[src/rtl/digit_locator_if.sv]
// ============================================================================
// Module      : digit_locator_if
// Description : Scan, pixel-sample and result/handshake bundle for the
//               digit locator. Optional macro: DIGIT_LOCATOR_DELTA_EN.
// Revision    : 1.0 - initial release
// ============================================================================
`default_nettype none
`timescale 1ns/1ps

interface digit_locator_if;
    logic        scan_en;
    logic [6:0]  px;
    logic [6:0]  py;
    logic [15:0] pixel_data;
    logic [6:0]  box_x;
    logic [6:0]  box_y;
    logic [6:0]  box_w;
    logic [6:0]  box_h;
    logic [12:0] pixel_count;
    logic        found;
    logic        frame_done;
    logic        result_valid;
    logic        result_ack;
    logic        overrun;
`ifdef DIGIT_LOCATOR_DELTA_EN
    logic signed [7:0] delta_x;
    logic              moving_right;

    modport master (
        input  scan_en, pixel_data, result_ack,
        output px, py, box_x, box_y, box_w, box_h, pixel_count,
               found, frame_done, result_valid, overrun,
               delta_x, moving_right
    );
    modport slave (
        output scan_en, pixel_data, result_ack,
        input  px, py, box_x, box_y, box_w, box_h, pixel_count,
               found, frame_done, result_valid, overrun,
               delta_x, moving_right
    );
`else
    modport master (
        input  scan_en, pixel_data, result_ack,
        output px, py, box_x, box_y, box_w, box_h, pixel_count,
               found, frame_done, result_valid, overrun
    );
    modport slave (
        output scan_en, pixel_data, result_ack,
        input  px, py, box_x, box_y, box_w, box_h, pixel_count,
               found, frame_done, result_valid, overrun
    );
`endif
endinterface

`default_nettype wire

[src/rtl/digit_locator.sv]
// ============================================================================
// Module      : digit_locator
// Description : Raster-scans the OLED space and recovers bounding box and
//               pixel count of TARGET_COLOUR pixels. Optional macro:
//               DIGIT_LOCATOR_DELTA_EN (frame-to-frame horizontal motion).
// Revision    : 1.0 - initial release
// ============================================================================
`default_nettype none
`timescale 1ns/1ps

module digit_locator #(
    parameter int          OLED_WIDTH    = 96,
    parameter int          OLED_HEIGHT   = 64,
    parameter logic [15:0] TARGET_COLOUR = 16'hAEDC
) (
    input  logic            clk,
    input  logic            reset,
    digit_locator_if.master bus
);

    localparam logic [6:0] c_LAST_X = 7'(OLED_WIDTH - 1);
    localparam logic [6:0] c_LAST_Y = 7'(OLED_HEIGHT - 1);

    logic [6:0]  r_px, r_py;
    logic [6:0]  r_min_x, r_max_x, r_min_y, r_max_y;
    logic [12:0] r_count;
    logic [6:0]  r_box_x, r_box_y, r_box_w, r_box_h;
    logic [12:0] r_pixel_count;
    logic        r_found, r_frame_done, r_result_valid, r_overrun;

    logic        w_step, w_match, w_frame_end, w_found;
    logic [6:0]  w_min_x, w_max_x, w_min_y, w_max_y;
    logic [12:0] w_count;

    // Accumulator values including the pixel sampled this cycle, so the
    // frame-end step can publish the last pixel without an extra cycle.
    assign w_step      = bus.scan_en;
    assign w_match     = w_step && (bus.pixel_data == TARGET_COLOUR);
    assign w_frame_end = w_step && (r_px == c_LAST_X) && (r_py == c_LAST_Y);
    assign w_min_x     = (w_match && (r_px < r_min_x)) ? r_px : r_min_x;
    assign w_max_x     = (w_match && (r_px > r_max_x)) ? r_px : r_max_x;
    assign w_min_y     = (w_match && (r_py < r_min_y)) ? r_py : r_min_y;
    assign w_max_y     = (w_match && (r_py > r_max_y)) ? r_py : r_max_y;
    assign w_count     = r_count + {12'd0, w_match};
    assign w_found     = (w_count != 13'd0);

    always_ff @(posedge clk) begin
        if (reset) begin
            r_px           <= 7'd0;
            r_py           <= 7'd0;
            r_min_x        <= 7'd127;
            r_min_y        <= 7'd127;
            r_max_x        <= 7'd0;
            r_max_y        <= 7'd0;
            r_count        <= 13'd0;
            r_box_x        <= 7'd0;
            r_box_y        <= 7'd0;
            r_box_w        <= 7'd0;
            r_box_h        <= 7'd0;
            r_pixel_count  <= 13'd0;
            r_found        <= 1'b0;
            r_frame_done   <= 1'b0;
            r_result_valid <= 1'b0;
            r_overrun      <= 1'b0;
        end else begin
            r_frame_done <= 1'b0;
            if (bus.result_ack) begin
                r_result_valid <= 1'b0;
            end
            if (w_step) begin
                if (r_px == c_LAST_X) begin
                    r_px <= 7'd0;
                    r_py <= (r_py == c_LAST_Y) ? 7'd0 : r_py + 7'd1;
                end else begin
                    r_px <= r_px + 7'd1;
                end

                if (w_frame_end) begin
                    r_min_x        <= 7'd127;
                    r_min_y        <= 7'd127;
                    r_max_x        <= 7'd0;
                    r_max_y        <= 7'd0;
                    r_count        <= 13'd0;
                    r_box_x        <= w_found ? w_min_x : 7'd0;
                    r_box_y        <= w_found ? w_min_y : 7'd0;
                    r_box_w        <= w_found ? (w_max_x - w_min_x + 7'd1) : 7'd0;
                    r_box_h        <= w_found ? (w_max_y - w_min_y + 7'd1) : 7'd0;
                    r_pixel_count  <= w_count;
                    r_found        <= w_found;
                    r_frame_done   <= 1'b1;
                    r_result_valid <= 1'b1;
                    if (r_result_valid && !bus.result_ack) begin
                        r_overrun <= 1'b1;
                    end
                end else begin
                    r_min_x <= w_min_x;
                    r_min_y <= w_min_y;
                    r_max_x <= w_max_x;
                    r_max_y <= w_max_y;
                    r_count <= w_count;
                end
            end
        end
    end

    assign bus.px           = r_px;
    assign bus.py           = r_py;
    assign bus.box_x        = r_box_x;
    assign bus.box_y        = r_box_y;
    assign bus.box_w        = r_box_w;
    assign bus.box_h        = r_box_h;
    assign bus.pixel_count  = r_pixel_count;
    assign bus.found        = r_found;
    assign bus.frame_done   = r_frame_done;
    assign bus.result_valid = r_result_valid;
    assign bus.overrun      = r_overrun;

`ifdef DIGIT_LOCATOR_DELTA_EN
    logic [6:0]        r_prev_x;
    logic              r_prev_found;
    logic signed [7:0] r_delta_x;
    logic              r_moving_right;
    logic [7:0]        w_delta_raw;
    logic              w_both_found;

    assign w_delta_raw  = {1'b0, w_min_x} - {1'b0, r_prev_x};
    assign w_both_found = w_found && r_prev_found;

    always_ff @(posedge clk) begin
        if (reset) begin
            r_prev_x       <= 7'd0;
            r_prev_found   <= 1'b0;
            r_delta_x      <= 8'sd0;
            r_moving_right <= 1'b0;
        end else if (w_frame_end) begin
            r_prev_x       <= w_found ? w_min_x : 7'd0;
            r_prev_found   <= w_found;
            r_delta_x      <= w_both_found ? $signed(w_delta_raw) : 8'sd0;
            r_moving_right <= w_both_found && (w_min_x > r_prev_x);
        end
    end

    assign bus.delta_x      = r_delta_x;
    assign bus.moving_right = r_moving_right;
`endif

endmodule

`default_nettype wire
[src/flat_wrapper.sv]
// flat-port wrapper written by rule: the top's interface ports become plain ports
module digit_locator_flat 
#(
    parameter int          OLED_WIDTH    = 96,
    parameter int          OLED_HEIGHT   = 64,
    parameter logic [15:0] TARGET_COLOUR = 16'hAEDC
)
  (clk, reset, bus_scan_en, bus_pixel_data, bus_result_ack, bus_px, bus_py, bus_box_x, bus_box_y, bus_box_w, bus_box_h, bus_pixel_count, bus_found, bus_frame_done, bus_result_valid, bus_overrun);
  digit_locator_if bus_i ();
  input  logic clk;
  input  logic reset;
  input wire logic [$bits(bus_i.scan_en)-1:0] bus_scan_en;
  input wire logic [$bits(bus_i.pixel_data)-1:0] bus_pixel_data;
  input wire logic [$bits(bus_i.result_ack)-1:0] bus_result_ack;
  output wire logic [$bits(bus_i.px)-1:0] bus_px;
  output wire logic [$bits(bus_i.py)-1:0] bus_py;
  output wire logic [$bits(bus_i.box_x)-1:0] bus_box_x;
  output wire logic [$bits(bus_i.box_y)-1:0] bus_box_y;
  output wire logic [$bits(bus_i.box_w)-1:0] bus_box_w;
  output wire logic [$bits(bus_i.box_h)-1:0] bus_box_h;
  output wire logic [$bits(bus_i.pixel_count)-1:0] bus_pixel_count;
  output wire logic [$bits(bus_i.found)-1:0] bus_found;
  output wire logic [$bits(bus_i.frame_done)-1:0] bus_frame_done;
  output wire logic [$bits(bus_i.result_valid)-1:0] bus_result_valid;
  output wire logic [$bits(bus_i.overrun)-1:0] bus_overrun;
  assign bus_i.scan_en = bus_scan_en;
  assign bus_i.pixel_data = bus_pixel_data;
  assign bus_i.result_ack = bus_result_ack;
  assign bus_px = bus_i.px;
  assign bus_py = bus_i.py;
  assign bus_box_x = bus_i.box_x;
  assign bus_box_y = bus_i.box_y;
  assign bus_box_w = bus_i.box_w;
  assign bus_box_h = bus_i.box_h;
  assign bus_pixel_count = bus_i.pixel_count;
  assign bus_found = bus_i.found;
  assign bus_frame_done = bus_i.frame_done;
  assign bus_result_valid = bus_i.result_valid;
  assign bus_overrun = bus_i.overrun;
  digit_locator #(.OLED_WIDTH(OLED_WIDTH), .OLED_HEIGHT(OLED_HEIGHT), .TARGET_COLOUR(TARGET_COLOUR)) u_core (.clk(clk), .reset(reset), .bus(bus_i));
endmodule
[config.mk]
export PLATFORM = sky130hd
export DESIGN_NAME = digit_locator_flat
export DESIGN_NICKNAME = d
export VERILOG_FILES = /design/src/rtl/digit_locator_if.sv /design/src/rtl/digit_locator.sv /design/src/flat_wrapper.sv
export SDC_FILE = /design/constraint.sdc
export NUM_CORES = 1
export LEC_CHECK = 0
export BUFFER_PORTS_ARGS = -buffer_cell sky130_fd_sc_hd__buf_2
export CAP_MARGIN = 10
export CORE_AREA = 10 10 115 143
export CTS_CLUSTER_SIZE = 25
export DETAILED_ROUTE_END_ITERATION = 10
export DIE_AREA = 0 0 125 153
export SKIP_CTS_REPAIR_TIMING = 1
export SLEW_MARGIN = 0
export SYNTH_ARGS = -nofsm -noshare
export SYNTH_HDL_FRONTEND = slang
export SYNTH_SLANG_ARGS = --single-unit
[constraint.sdc]
create_clock -name clk -period 7.09 [get_ports clk]
set_input_delay 0.709 -clock clk [delete_from_list [all_inputs] [get_ports clk]]
set_output_delay 0.709 -clock clk [all_outputs]
set_load 0.1 [all_outputs]
==> key figures <==
Run
  – Max_cap viols: 0

Layout
  – Total Nets Final: 771
  – Most common cell after layout, fill and taps aside: dfxtp_1
  – Antenna cells: 0
  – Most frequent cells in the layout: dfxtp_1, buf_2, nand2_1, a21oi_1, ha_1
  – Fillers: 1378
  – Area Overhead vs Synth: 14.3%
  – Share of cells above drive strength 1: 0.154

Global route
  – Vias in the first global route: 4489
  – Total GRT Usage: 0.139
  – First-pass GRT wire length: 22700 um
  – Total grt overflow: 0
  – Initial antenna violation count: 0
  – Largest net degree at the start of global routing: 73

Yosys
  – Top_reg_cell synth: dfxtp_1
  – YS warnings: 0
  – Post-synth cell types: 48
  – EDFF count, synth: 0
  – Largest cells by area after synthesis: dfxtp_1, ha_1, a21oi_1
  – Flops & latches, synth: 100
  – Syn avg cell area: 8.40 um2
  – Synth async-reset ratio: 0
  – Post-synth top area cell: dfxtp_1
  – Seq/Total Area, Yosys: 0.370
  – Yosys top cell area share: 0.370
  – Syn_nets: 718
  – Mapped Cells: 644
  – Synth Cell Area: 5410 um2

Setup path
  – Critical path peak fanout: 8
  – WS Path Type: flip-flop to flip-flop
  – Worst path slowest cell: a211oi_1
  – Worst path top cell family by delay: compound AO/OA/AOI/OAI gates
  – Buf/Inv on CP: 0
  – Critical-path cell list: ha_1 > a21oi_1 > o21ai_0 > a211oi_1 > nand2_1 > mux2i_1 > ha_1 > ha_1 > a21o_1 > a21o_1 > a21o_1 > a21oi_1 > xor2_1 > xnor2_1 > o41ai_1
  – Reg-to-reg endpoint: u_core.bus.box_w[6]
  – Register-to-register setup slack: 2530 ps
  – Critical R2R Launch: u_core.bus.px[2]
  – Worst path required time: 7330 ps
  – Endpoint class of the critical path: flip-flop
  – Setup crit start kind: flip-flop
  – WP data arrival: 4800 ps
  – Worst path max stage delay: 610 ps
  – R2r worst-path depth: 15

Die
  – I/O pin total: 79
  – Overall die height: 153 um
  – Die width: 125 um
  – Num rows: 48
  – Starting Density: 0.395
  – Die Area: 19100 um2
  – Core area: 13700 um2

STA
  – F_max: 219 MHz
  – Tcrit/Tclk final: 0.644
  – RSZ-0062 raised after global routing: false
  – Setup TNS: 0 ps
  – Fin. max-slew vios: 0
  – Slew margin rel.: 0.391
  – Final Hold Fails: 0
  – Clock skew: 3.53 ps
  – Worst Max-Slew Pin Slew: 913 ps
  – Setup violators final: 0
  – Min Tclk post-route: 4560 ps

Route
  – DR pass1 iterations: 4
  – Total Wirelength: 13300 um
  – Initial DRC Count: 190
  – Post-detailed-route count of antenna-violating nets: 0
  – Post-route DRC: 0
  – Wire length per cell: 15.2 um
  – Via Count: 4467
  – Drt via density: 5.09

Status
  – Status: complete, no violations

Pwr
  – Standby leakage power: 2.80 nW
  – Tot Pwr: 1.09 mW
  – Max IR drop VDD: 0.101 mV
  – PwrDens: 176 nW/um2

Min path
  – Endpoint, Worst Hold: u_core.bus.box_x[6]
  – Hold Startpoint: u_core.bus.box_x[6]
  – Worst Hold Depth: 2
  – Worst min path class: flip-flop to flip-flop

Clock tree
  – Clock Path Buffers: 2
  – Clock Latency Late Sink: 340 ps
  – H-tree Lvls: 3
  – CTS sink cnt: 100
  – Clk root buf: clkbuf_16
  – CTS tree: built
  – TritonCTS Buffers: 9
  – CTS clock-pin slew for the worst setup and hold paths: 70 ps

Place
  – Dpl hpwl: 9790 um
  – Number of port buffers: 78
  – Routability Congestion: 0.829
## worst min-delay path, stage by stage, from the launching register on
cell and delay, ps:
dfxtp_1 310, nand2_1 50, a21oi_1 50
## layer usage
metal  vias up  GRT usage  share of wire
li1       2298          -              -
met1      2067      0.165           0.45
met2        85      0.237           0.49
met3        17     0.0287          0.040
met4         0     0.0599          0.021
met5         -          0              0
## kinds of logic (layout without fill, tap and decap cells)
kind of cell,Yosys count,after routing,synth area share
buf+inv,77,135,0.0572
fa+ha+maj,54,54,0.128
mux,25,25,0.0477
flops,100,100,0.370
xor+xnor,35,35,0.0567
compound gates,112,112,0.118
simple gates,241,241,0.222
## cell type report
type                       count  area, um2  area share
clock buffer                  13        280      0.0454
clock inverter                 3       18.8     0.00304
inverter                      38        143      0.0231
multi-input combinational    467       3100       0.502
sequential                   100       2000       0.324
tap                          175        219      0.0354
timing repair buffer          81        413      0.0668
## power by group
| group | switching [mW] | internal, mW |
|---|---|---|
| Sequential | 0.00336 | 0.563 |
| Clock | 0.206 | 0.276 |
| Combinational | 0.0278 | 0.0112 |
## flip-flops by register name, summed over array words and instances, names as in the netlist
register,cells
u_core.bus.pixel_count,13
u_core.r_count,13
u_core.bus.box_h,7
u_core.bus.box_w,7
u_core.bus.box_x,7
u_core.bus.box_y,7
u_core.bus.px,7
u_core.bus.py,7
u_core.r_max_x,7
u_core.r_max_y,7
u_core.r_min_x,7
u_core.r_min_y,7
u_core.bus.found,1
u_core.bus.frame_done,1
u_core.bus.overrun,1
u_core.bus.result_valid,1
## per-stage QoR
| step | utilization | hold slack, ps | setup slack, ps | cell area, um2 | instances |
|---|---|---|---|---|---|
| 6_report | 0.451 | 448 | 2530 | 6180 | 877 |
| 5_1_grt | 0.451 | 478 | 2210 | 6180 | 877 |
| 4_1_cts | 0.451 | 450 | 2490 | 6180 | 877 |
| 3_5_place_dp | 0.429 | 442 | 2220 | 5880 | 861 |
| 3_3_place_gp | 0.429 | 438 | 2420 | 5880 | 861 |
| 2_1_floorplan | - | 450 | 2610 | 5410 | 644 |
## how the worst max path moves through the flow
stage	end	slack, ps	depth (start not counted)	startpoint
global route	u_core.bus.box_w[6]	2210	15	u_core.bus.px[4]
CTS	u_core.bus.box_w[6]	2490	15	u_core.bus.px[2]
floorplan	u_core.bus.box_h[6]	2610	18	u_core.bus.py[0]
detailed placement	u_core.bus.box_h[6]	2220	16	bus_scan_en
finish	u_core.bus.box_w[6]	2530	15	u_core.bus.px[2]
global placement	u_core.bus.box_w[5]	2420	15	bus_scan_en
## Yosys cell counts (2+ instances only)
master,count
mux2_2,5
nor2_1,51
mux2i_1,19
buf_4,2
nand2b_1,6
nand3_1,15
inv_1,38
and4_1,2
a21o_1,7
nand3b_1,15
fa_1,2
nor2b_1,4
and2_1,11
o41ai_1,2
nor3_1,14
dfxtp_1,100
nand4_1,9
o21ai_0,20
ha_1,52
a211oi_1,11
o22ai_1,2
or3_1,21
buf_2,9
clkbuf_1,27
a31oi_1,3
o21bai_1,2
a21oi_1,60
nand2_1,77
and3_1,6
xor2_1,11
xnor2_1,24
Note: power is estimated with default switching activity, not from simulation.
